File: config.mk
export PLATFORM = sky130hd
export DESIGN_NAME = updn_mod_counter
export DESIGN_NICKNAME = d
export VERILOG_FILES = /design/src/rtl/cnt_pkg.sv /design/src/rtl/updn_mod_counter.sv
export SDC_FILE = /design/constraint.sdc
export NUM_CORES = 1
export LEC_CHECK = 0
export BUFFER_PORTS_ARGS = -buffer_cell sky130_fd_sc_hd__buf_2
export CAP_MARGIN = 30
export CORE_MARGIN = 5
export CORE_UTILIZATION = 47
export CTS_CLUSTER_DIAMETER = 50
export DETAILED_ROUTE_END_ITERATION = 6
export GPL_TIMING_DRIVEN = 1
export MAX_ROUTING_LAYER = met4
export PLACE_DENSITY_LB_ADDON = 0.15
export SLEW_MARGIN = 20
export SYNTH_ARGS = -nofsm -noshare
export SYNTH_HDL_FRONTEND = slang
export SYNTH_SLANG_ARGS = --single-unit
File: constraint.sdc
create_clock -name clk -period 6.3 [get_ports clk]
set_clock_uncertainty 0.2 [all_clocks]
set_input_delay 0 -clock clk [delete_from_list [all_inputs] [get_ports clk]]
set_output_delay 0 -clock clk [all_outputs]
set_load 0.005 [all_outputs]
File: src/rtl/cnt_pkg.sv
// Shared constants for the up/down modulo counter.
// Direction and mode encodings used by RTL and bench.
package cnt_pkg;

  localparam logic DIR_UP    = 1'b1;
  localparam logic DIR_DN    = 1'b0;
  localparam logic MODE_WRAP = 1'b0;
  localparam logic MODE_SAT  = 1'b1;

endpackage

File: src/rtl/updn_mod_counter.sv
// Up/down counter with runtime limit, wrap or saturate mode.
// All outputs are registered from the same next-count value.
module updn_mod_counter
  import cnt_pkg::*;
#(
  parameter int               WIDTH   = 5,
  parameter logic [WIDTH-1:0] RST_VAL = '0
) (
  input  logic             clk,
  input  logic             rst_n,
  input  logic             clr,
  input  logic             load,
  input  logic [WIDTH-1:0] load_val,
  input  logic             en,
  input  logic             dir,
  input  logic             sat,
  input  logic [WIDTH-1:0] limit,
  input  logic [WIDTH-1:0] cmp_val,
  output logic [WIDTH-1:0] cnt_out,
  output logic             tc,
  output logic             wrap,
  output logic             at_bound,
  output logic             match
);

  localparam logic AB_RST = (RST_VAL == '0);

  function automatic logic [WIDTH-1:0] next_cnt(
    input logic [WIDTH-1:0] c,
    input logic [WIDTH-1:0] l,
    input logic             d,
    input logic             s
  );
    logic [WIDTH:0] ce;
    logic [WIDTH:0] le;
    ce = {1'b0, c};
    le = {1'b0, l};
    if (ce > le) begin
      return l;
    end
    if (d == DIR_UP) begin
      if (ce == le) begin
        return (s == MODE_SAT) ? l : '0;
      end
      return WIDTH'(ce + 1'b1);
    end
    if (ce == '0) begin
      return (s == MODE_SAT) ? '0 : l;
    end
    return WIDTH'(ce - 1'b1);
  endfunction

  logic [WIDTH-1:0] nxt;
  logic [WIDTH-1:0] term;
  logic [WIDTH-1:0] cnt_d;
  logic             over;
  logic             edge_hit;
  logic             step_wrap;
  logic             step_hold;
  logic             tc_d;
  logic             wrap_d;
  logic             ab_d;
  logic             match_d;

  assign nxt       = next_cnt(cnt_out, limit, dir, sat);
  assign term      = (dir == DIR_UP) ? limit : '0;
  assign over      = cnt_out > limit;
  assign edge_hit  = ~over & (cnt_out == term);
  assign step_wrap = edge_hit & (sat == MODE_WRAP);
  assign step_hold = edge_hit & (sat == MODE_SAT);

  // Next-state selection: clr > load > en > hold.
  always_comb begin
    cnt_d  = cnt_out;
    tc_d   = 1'b0;
    wrap_d = 1'b0;
    priority case (1'b1)
      clr: cnt_d = '0;
      load: cnt_d = (load_val > limit) ? limit : load_val;
      en: begin
        cnt_d  = nxt;
        wrap_d = step_wrap;
        tc_d   = ~step_wrap & ~step_hold & (nxt == term);
      end
      default: ;
    endcase
    ab_d    = (dir == DIR_UP) ? (cnt_d == limit) : (cnt_d == '0);
    match_d = (cnt_d == cmp_val);
  end

  // Output register stage.
  always_ff @(posedge clk or negedge rst_n) begin
    if (!rst_n) begin
      cnt_out  <= RST_VAL;
      tc       <= 1'b0;
      wrap     <= 1'b0;
      at_bound <= AB_RST;
      match    <= 1'b0;
    end else begin
      cnt_out  <= cnt_d;
      tc       <= tc_d;
      wrap     <= wrap_d;
      at_bound <= ab_d;
      match    <= match_d;
    end
  end

endmodule

==> flow_summary.ini <==
[run_status]
status = complete, no violations

[power]
total_power_uw = 308.0
vdd_drop_max_uv = 118.6
p_sw_uw = 138.0
combinationalPowerShare_pct = 60.9
leakage_nw = 0.8072
p_int_uw = 170.1
pwr-share-clk_pct = 14.0
seq_power_share_pct = 25.2
power_density_mw_per_mm2 = 164.5
switching_share_pct = 44.79

[floorplanning]
core_mm2 = 0.003363
die_w_um = 68.94
num_io_pins = 31
std_cell_rows = 21
die_y_um = 68.94
die_area_mm2 = 0.004753
initial_utilization_pct = 48.55

[min_path]
hold_class = in -> async

[timing]
finalCriticalPeriod_ps = 4353
drv_slew = 0
relSlewSlack_pct = 56.47
fin_crit_sh_pct = 69.09
max_freq_mhz = 229.7
worstMarginPinSlew_ps = 653.0
fin_setup_tns_ps = 0
layout_setup_ws_ps = 1947
setup_viol_count_final = 0
hold_viol = 0
rsz0062_at_grt = false

[yosys]
synth_nets = 241
async_reset_ff_share_pct = 100.0
syn_avg_cell_area_um2 = 7.888
synth_area_leader_cell = dfrtp_1
synth_edf_count = 0
ys_warn_count = 0
yosysSeqAreaShare_pct = 13.87
ys_ff_latch = 9
synth_area_leaders = dfrtp_1, ha_1, xnor2_1, mux2i_1, nor2_1
synth_top_area_share_pct = 12.26
synth_cell_type_count = 64
yosys_most_used_dff = dfrtp_1
syn_area_mm2 = 0.001633
synth_cells = 207

[final_layout]
syn_to_final_growth_pct = 14.71
drive_gt1_share_pct = 22.03
layout.cells.non_filler = 282
nets = 271
diodes = 0
stdcell_area_mm2 = 0.001873
nFillCells = 341

[clock_network]
cts_buffers = 3
cts_tree = yes
root_buffer = clkbuf_4
clock_latency_ps = 250
clock-sinks = 9
cts_resized = 0
htree_levels = 1
clock_path_buffers = 2
path_clk_slew_ps = 60

[detailed_routing]
wirelength_um = 4891
drc = 0
highest_layer = met4
vias = 1768
drtAntennaViolNets = 0
met2_length_um = 2218
viasPerCell = 6.270
drt-met1-wl_um = 2071
route.met3.wl_um = 388
first_iter_violations = 121
wire_per_inst_um = 17.34
drtPass1Iterations = 4

[global_route]
grt_max_degree = 25
grt_antenna_before_repair = 0
grt_overflow = 0
grt.total_usage_pct = 22.99
grt_pass1_vias = 1694
grt_pass1_wl_um = 8052

[setup_path]
reg2regPathDepth = 12
path_class = reg -> reg
worst-path-max-fanout = 9
worst_setup_path_start_kind = register
required_ps = 6290
endpoint_kind = register
arrival_ps = 4350

[place]
dpl_cell_area_mm2 = 0.001767
place_inst = 270
place_ws_ps = 3057
gp_congestion = 0.9299
port_buffers = 30
post-dp-hpwl_um = 3651

[job]
cap_violations = 0
registers in the layout, indices dropped and copies added (netlist names):
name	cells
at_bound	1
tc	1
cnt_out	5
wrap	1
match	1
power by group through the flow:
stage / registers [mW] / logic [mW] / clock network [mW]
after global routing: 0.0785 / 0.206 / 0.0495
after global placement: 0.0785 / 0.180 / 0
final: 0.0775 / 0.188 / 0.0430
after CTS: 0.0770 / 0.185 / 0.0445
after floorplan: 0.0703 / 0.144 / 0
after detailed placement: 0.0781 / 0.178 / 0
cell usage after synthesis (4+ instances only):
cell / count
nor3_1: 7
xnor2_1: 9
o22ai_1: 8
nor2_1: 18
o211ai_1: 4
ha_1: 12
a21oi_1: 9
clkbuf_1: 4
mux2i_1: 7
inv_1: 10
dfrtp_1: 8
nand3_1: 11
xor2_1: 6
nand2_1: 7
o21ai_0: 12
buf_4: 4
cell usage in the layout (no fill, tap or decap), types with 3 or more instances in the layout:
master         count
inv_1             10
mux2i_1            7
a22oi_1            3
clkbuf_4           3
o21a_1             3
buf_2             30
a21oi_1            9
o211ai_1           4
nor4_1             3
nand2_1            7
xor2_1             6
dlygate4sd3_1      8
xnor2_1            9
and3_1             3
o21ai_0           12
nor2_1            18
nand3_1           11
nor3_1             7
a211oi_1           3
nor3b_1            3
and2_1             3
dfrtp_1            8
o22ai_1            8
ha_1              12
area by class of cell:
| class | instances | area [um^2] | area share, % |
|---|---|---|---|
| Clock buffer | 4 | 26.28 | 1.403 |
| Inverter | 12 | 45.04 | 2.405 |
| Multi-Input combinational cell | 173 | 1287 | 68.74 |
| Sequential cell | 9 | 226.5 | 12.09 |
| Tap cell | 46 | 57.56 | 3.073 |
| Timing Repair Buffer | 38 | 230.2 | 12.29 |
per-stage QoR:
stage / util (%) / hold WS (ps)
floorplan: - / -495.6
global placement: 52.53 / -345.3
detailed placement: 52.53 / -341.9
CTS: 55.69 / 9.020
global route: 55.69 / 19.57
finish: 55.69 / 26.06
kinds of logic after synthesis:
family	synth area share [%]
AND/OR/NAND/NOR	24.44
adder cells (fa/ha/maj)	9.195
AO/OA/AOI/OAI	32.18
flip-flops	13.87
buffers and inverters	7.279
XOR/XNOR	8.046
multiplexers	4.981
worst paths after layout:
kind / from / endpoint / slack (ps)
min reg2reg: cnt_out[0] / cnt_out[0] / 700
max in group asynchronous: rst_n / tc / 5090
max reg2reg: cnt_out[1] / match / 1950
max: cnt_out[1] / match / 1950
min: rst_n / at_bound / 30
min in group clk: load_val[0] / cnt_out[0] / 40
repair_timing:
item                       4_1_cts  5_1_grt
setup endpoints to repair        0        0
buffers inserted                 0        0
hold buffers                     8        0
hold endpoints to repair        12        0
critical path, stage by stage (launching register included):
cell	delay, ps
dfrtp_1	510
inv_1	180
ha_1	250
or4b_4	500
o22ai_2	210
a221o_2	250
o211ai_1	130
a221oi_2	440
xnor2_1	180
nand2_1	70
dlygate4sd3_1	560
nor4_1	240
dlygate4sd3_1	570
layer usage:
layer	up-vias	global-route usage, %
met5	-	-
li1	854	-
met2	94	34.88
met3	25	2.917
met4	0	11.44
met1	795	29.95
Power figures use the tool's default switching activity.
